<file path="src/rtl/pe_tile_param.sv">
// Parametrised routing/compute tile: config register file, two connect boxes,
// a bitwise 2-input LUT PE with optional output register, and a four-side switch box.
module pe_tile_param #(
  parameter int TRACKS = 4,
  parameter int WIDTH  = 1,
  parameter int SEL_W  = $clog2(2*TRACKS)
) (
  input  logic                        clk,
  input  logic                        reset,
  input  logic [31:0]                 config_addr,
  input  logic [31:0]                 config_data,
  input  logic                        config_wr,
  input  logic                        config_rd,
  input  logic [15:0]                 tile_id,
  output logic [31:0]                 config_rd_data,
  output logic                        config_rd_valid,
  input  logic [4*TRACKS*WIDTH-1:0]   in_wires,
  output logic [4*TRACKS*WIDTH-1:0]   out_wires,
  output logic [WIDTH-1:0]            pe_out
);

  logic                  hit;
  logic [15:0]           cfg_idx;
  logic [SEL_W-1:0]      cb0_sel;
  logic [SEL_W-1:0]      cb1_sel;
  logic [3:0]            pe_lut;
  logic                  pe_reg_en;
  logic [2*TRACKS-1:0]   sb_cfg [4];
  logic [31:0]           rd_mux;

  logic [WIDTH-1:0]      in_w [4][TRACKS];
  logic [WIDTH-1:0]      op0;
  logic [WIDTH-1:0]      op1;
  logic [WIDTH-1:0]      pe_f;
  logic [WIDTH-1:0]      pe_reg;

  assign hit     = (config_addr[15:0] == tile_id);
  assign cfg_idx = config_addr[31:16];

  // Register file write port; unmapped indices and misses are ignored.
  always_ff @(posedge clk) begin
    if (reset) begin
      cb0_sel   <= '0;
      cb1_sel   <= '0;
      pe_lut    <= '0;
      pe_reg_en <= 1'b0;
      for (int s = 0; s < 4; s++) sb_cfg[s] <= '0;
    end else if (config_wr && hit) begin
      case (cfg_idx)
        16'd0: cb0_sel <= config_data[SEL_W-1:0];
        16'd1: cb1_sel <= config_data[SEL_W-1:0];
        16'd2: begin
          pe_lut    <= config_data[3:0];
          pe_reg_en <= config_data[4];
        end
        16'd3: sb_cfg[0] <= config_data[2*TRACKS-1:0];
        16'd4: sb_cfg[1] <= config_data[2*TRACKS-1:0];
        16'd5: sb_cfg[2] <= config_data[2*TRACKS-1:0];
        16'd6: sb_cfg[3] <= config_data[2*TRACKS-1:0];
        default: ;
      endcase
    end
  end

  always_comb begin
    rd_mux = '0;
    case (cfg_idx)
      16'd0: rd_mux = 32'(cb0_sel);
      16'd1: rd_mux = 32'(cb1_sel);
      16'd2: rd_mux = {27'd0, pe_reg_en, pe_lut};
      16'd3: rd_mux = 32'(sb_cfg[0]);
      16'd4: rd_mux = 32'(sb_cfg[1]);
      16'd5: rd_mux = 32'(sb_cfg[2]);
      16'd6: rd_mux = 32'(sb_cfg[3]);
      default: rd_mux = '0;
    endcase
  end

  // Readback samples the pre-write register value when read and write collide.
  always_ff @(posedge clk) begin
    if (reset) begin
      config_rd_valid <= 1'b0;
      config_rd_data  <= '0;
    end else begin
      config_rd_valid <= config_rd && hit;
      config_rd_data  <= (config_rd && hit) ? rd_mux : '0;
    end
  end

  for (genvar s = 0; s < 4; s++) begin : g_unpack_side
    for (genvar t = 0; t < TRACKS; t++) begin : g_unpack_track
      assign in_w[s][t] = in_wires[(s*TRACKS+t)*WIDTH +: WIDTH];
    end
  end

  // Select codes at or above 2*TRACKS (possible when TRACKS is not a power of 2) yield 0.
  always_comb begin
    op0 = '0;
    op1 = '0;
    for (int t = 0; t < TRACKS; t++) begin
      if (cb0_sel == SEL_W'(t))          op0 = in_w[0][t];
      if (cb0_sel == SEL_W'(t + TRACKS)) op0 = in_w[1][t];
      if (cb1_sel == SEL_W'(t))          op1 = in_w[2][t];
      if (cb1_sel == SEL_W'(t + TRACKS)) op1 = in_w[3][t];
    end
  end

  always_comb begin
    pe_f = '0;
    for (int i = 0; i < WIDTH; i++) pe_f[i] = pe_lut[{op1[i], op0[i]}];
  end

  // Loads every cycle so flipping reg_en never exposes data older than one cycle.
  always_ff @(posedge clk) begin
    if (reset) pe_reg <= '0;
    else       pe_reg <= pe_f;
  end

  assign pe_out = pe_reg_en ? pe_reg : pe_f;

  for (genvar s = 0; s < 4; s++) begin : g_sb_side
    localparam int S0 = (s == 0) ? 1 : 0;
    localparam int S1 = (s <= 1) ? 2 : 1;
    localparam int S2 = (s <= 2) ? 3 : 2;
    for (genvar t = 0; t < TRACKS; t++) begin : g_sb_track
      logic [1:0] code;
      assign code = sb_cfg[s][2*t +: 2];
      assign out_wires[(s*TRACKS+t)*WIDTH +: WIDTH] =
        (code == 2'd3) ? pe_out :
        (code == 2'd2) ? in_w[S2][t] :
        (code == 2'd1) ? in_w[S1][t] : in_w[S0][t];
    end
  end

endmodule

</file>
<file path="config.mk">
export PLATFORM = sky130hd
export DESIGN_NAME = pe_tile_param
export DESIGN_NICKNAME = d
export VERILOG_FILES = /design/src/rtl/pe_tile_param.sv
export SDC_FILE = /design/constraint.sdc
export NUM_CORES = 1
export LEC_CHECK = 0
export BUFFER_PORTS_ARGS = -buffer_cell sky130_fd_sc_hd__clkbuf_2
export CAP_MARGIN = 0
export CORE_MARGIN = 2
export CORE_UTILIZATION = 51
export DETAILED_ROUTE_END_ITERATION = 10
export PLACE_DENSITY = 0.86
export REMOVE_ABC_BUFFERS = 1
export SYNTH_ARGS = -nofsm -noshare
export SYNTH_HDL_FRONTEND = slang
export SYNTH_SLANG_ARGS = --single-unit
</file>
<file path="constraint.sdc">
create_clock -name clk -period 4.71 [get_ports clk]
set_input_delay 0.7065 -clock clk [delete_from_list [all_inputs] [get_ports clk]]
set_output_delay 0.7065 -clock clk [all_outputs]
set_load 0.01 [all_outputs]
</file>
==> impl_metrics.json <==
{
  "yosys-top-cells-count": "and2_1, edfxtp_1, buf_4, dfxtp_1, nand4_1",
  "initial_core_util_pct": 52.3,
  "finalSetupViolCount": 0,
  "cts_tree": "done",
  "worst-path-max-fanout": 17,
  "grt_pass1_wl_mm": 14.1,
  "drt_iter0_drc": 350,
  "switching_share_pct": 24.6,
  "yosys.area.top_type": "edfxtp_1",
  "finalCritPeriodShare_pct": 80.5,
  "routed_wl_mm": 8.73,
  "avgSynthCellArea_um2": 11.8,
  "cts_resized": 0,
  "antenna_cells": 0,
  "fillCellCount": 525,
  "grt-ovfl-total": 0,
  "syn-cell-area_mm2": 0.00328,
  "stdcell_count": 452,
  "hold_path_class": "reg2reg",
  "pin_count": 150,
  "worstPathArrival_ns": 3.09,
  "htreeDepth": 2,
  "multiInputGateArea_mm2": 0.00173,
  "yosysWarningCount": 0,
  "leakage_uw": 0.00154,
  "regToRegStartpoint": "cb1_sel[2]$_SDFFE_PP0P_",
  "intPower_uw": 673,
  "synth-edff-count": 32,
  "worst-setup-path-type": "reg2out",
  "area_growth_pct": 16.2,
  "cts_buffers": 5,
  "syn-instance-count": 279,
  "hold_path_depth": 2,
  "hp-start": "pe_lut[2]$_SDFFE_PP0P_",
  "ys_seq_area_share_pct": 42.1,
  "fin_crit_ns": 3.79,
  "largest_reg_flops": 32,
  "critPathCaptureType": "primary output",
  "skew_ns": 0.00571,
  "port-buffer-count": 101,
  "relSlewSlack_pct": 11.9,
  "drv_cap": 0,
  "ys_seq_elements": 53,
  "path_clk_slew_ns": 0.08,
  "r2r_setup_slack_ns": 2.75,
  "status": "completed",
  "cts_setup_buffers": 0,
  "largest_register": "sb_cfg",
  "slew_violations": 0,
  "grt_pass1_vias": 2757,
  "seqPwrFrac_pct": 57.7,
  "tightestPinTransition_ns": 1.31,
  "dp_hpwl_mm": 6.52,
  "rsz0062_at_grt": "false",
  "dp.cells": 444,
  "synthFlopType": "edfxtp_1",
  "async_flop_share_pct": 0,
  "reg_top3": "sb_cfg x32, config_rd_data x8, pe_lut x4",
  "max_freq_ghz": 0.264,
  "combPwrFrac_pct": 14.9,
  "place_congestion": 0.954,
  "wl_per_cell_um": 19.3,
  "worst_ep_required_time_ns": 4.00,
  "routed-via-count": 2816,
  "clockBufferDepth": 2,
  "die_w_um": 84.2,
  "final_antenna_net_count": 0,
  "yosys-top-cells-area": "edfxtp_1, dfxtp_1, mux4_1",
  "postLayoutCoreUtil_pct": 60.7,
  "grt_max_degree": 18,
  "reg2reg_to": "pe_reg$_SDFF_PP0_",
  "drc_errors": 0,
  "yosys.area.top_type_share_pct": 29.3,
  "reg2regPathDepth": 5,
  "core_area_mm2": 0.00628,
  "hold_violations": 0,
  "switching_power_uw": 220,
  "setup_tns_ns": 0,
  "postCtsHoldBufs": 0,
  "num_rows": 29,
  "crit_path_start_kind": "flop",
  "cts.sinks": 53,
  "num-nets-final": 474,
  "first_pass_iters": 5,
  "drive_gt1_share_pct": 31.5,
  "p_clk_share_pct": 27.5,
  "die_h_um": 84.2,
  "die_area_mm2": 0.00709,
  "cts-root-buf": "clkbuf_8",
  "yosysUniqueCellTypes": 35,
  "powerDensity_mw_per_mm2": 234,
  "antenna_found_initial": 0,
  "grtUsageTotal_pct": 25.1,
  "min_to": "pe_lut[2]$_SDFFE_PP0P_",
  "seqCellArea_mm2": 0.00138,
  "clk_latency_ns": 0.30,
  "viasPerCell": 6.23,
  "peakVddDrop_v": 0.000251
}
-- area by class of cell --
type,count,share of cell area (%)
multi-input combinational,209,45.4
clock buffer,7,2.00
clock inverter,1,0.0985
tap,77,2.53
timing repair buffer,102,13.5
inverter,3,0.295
sequential,53,36.2
-- cell usage in the layout (no fill, tap or decap) --
| cell type | netlist | layout |
|---|---|---|
| clkbuf_1 | 10 | 2 |
| o31ai_1 | 11 | 11 |
| nor4_1 | 5 | 5 |
| or3_1 | 2 | 2 |
| o221ai_2 | 1 | 1 |
| clkinv_1 | 0 | 1 |
| a22oi_1 | 11 | 11 |
| and4_1 | 3 | 3 |
| nand2b_1 | 2 | 2 |
| conb_1 | 1 | 24 |
| a21o_1 | 4 | 4 |
| clkbuf_2 | 1 | 101 |
| and3_1 | 5 | 5 |
| mux2i_1 | 7 | 7 |
| clkbuf_8 | 0 | 5 |
| a21oi_1 | 16 | 16 |
| a211oi_1 | 1 | 1 |
| mux4_2 | 3 | 3 |
| nor2b_1 | 1 | 1 |
| a222oi_1 | 5 | 5 |
| or4_1 | 2 | 2 |
| nor2_1 | 3 | 3 |
| a31oi_1 | 4 | 4 |
| and2_1 | 32 | 32 |
| nand4_1 | 17 | 17 |
| or2_2 | 1 | 1 |
| edfxtp_1 | 32 | 32 |
| nor3_2 | 3 | 3 |
| mux2_2 | 3 | 3 |
| buf_4 | 24 | 1 |
| nand2_1 | 7 | 7 |
| nor3_1 | 4 | 4 |
| xnor2_1 | 16 | 16 |
| mux4_1 | 16 | 16 |
| inv_1 | 3 | 3 |
| dfxtp_1 | 21 | 21 |
-- per-layer routing --
metal | wire [um] | track usage, % | share of wire [%] | vias to the layer above
met1 | 3210 | 31.9 | 37 | 1327
li1 | - | - | - | 1255
met5 | 0 | 0 | 0 | -
met2 | 4480 | 42.5 | 51 | 202
met4 | 270 | 10.1 | 3.1 | 0
met3 | 763 | 4.42 | 8.7 | 32
-- power groups by stage --
stage | registers [uW] | logic, uW | clock network [uW]
floorplan | 521 | 65.2 | 0
global placement | 524 | 127 | 0
detailed placement | 525 | 132 | 0
CTS | 514 | 132 | 248
global route | 516 | 144 | 267
finish | 515 | 133 | 245
-- worst max-delay path, cell delays in order (launching register included) --
cell and delay [ns]:
dfxtp_1 0.58, mux2i_1 0.20, mux4_2 0.55, mux2i_1 0.29, o221ai_2 0.38, mux4_1 0.64
clkbuf_2 0.16
-- logic make-up (layout without fill, tap and decap cells) --
family | after synthesis | count (layout) | share of synthesized area [%]
AOI/OAI and AO/OA | 53 | 53 | 11.4
xor gates and xnor gates | 16 | 16 | 4.27
buffers and inverters | 40 | 113 | 7.82
DFF | 53 | 53 | 42.1
muxes | 29 | 29 | 18.0
other | 1 | 24 | 0.114
and+or+nand+nor | 87 | 87 | 16.3
-- stage by stage --
| step | area, um^2 | hold slack (ns) | setup WS, ns | total power, uW |
|---|---|---|---|---|
| final | 3810 | 0.506 | 0.917 | 893 |
| after global routing | 3810 | 0.530 | 0.797 | 928 |
| after CTS | 3810 | 0.497 | 1.01 | 895 |
| after detailed placement | 3730 | 0.478 | 1.13 | 657 |
| after global placement | 3730 | 0.472 | 1.23 | 651 |
| after floorplan | 3120 | 0.451 | 1.68 | 586 |
-- worst max-delay path by stage --
stage                            startpoint       endpoint  slack [ns]  depth (start not counted)
floorplan                       in_wires[7]   out_wires[0]        1.68                          5
global placement               in_wires[11]   out_wires[0]        1.23                          7
detailed placement             in_wires[15]  out_wires[11]        1.13                          7
CTS                 cb1_sel[2]$_SDFFE_PP0P_   out_wires[8]        1.01                          6
global route        cb1_sel[2]$_SDFFE_PP0P_   out_wires[8]        0.80                          6
finish              cb1_sel[2]$_SDFFE_PP0P_   out_wires[8]        0.92                          6
Note: power is estimated with default switching activity, not from simulation.
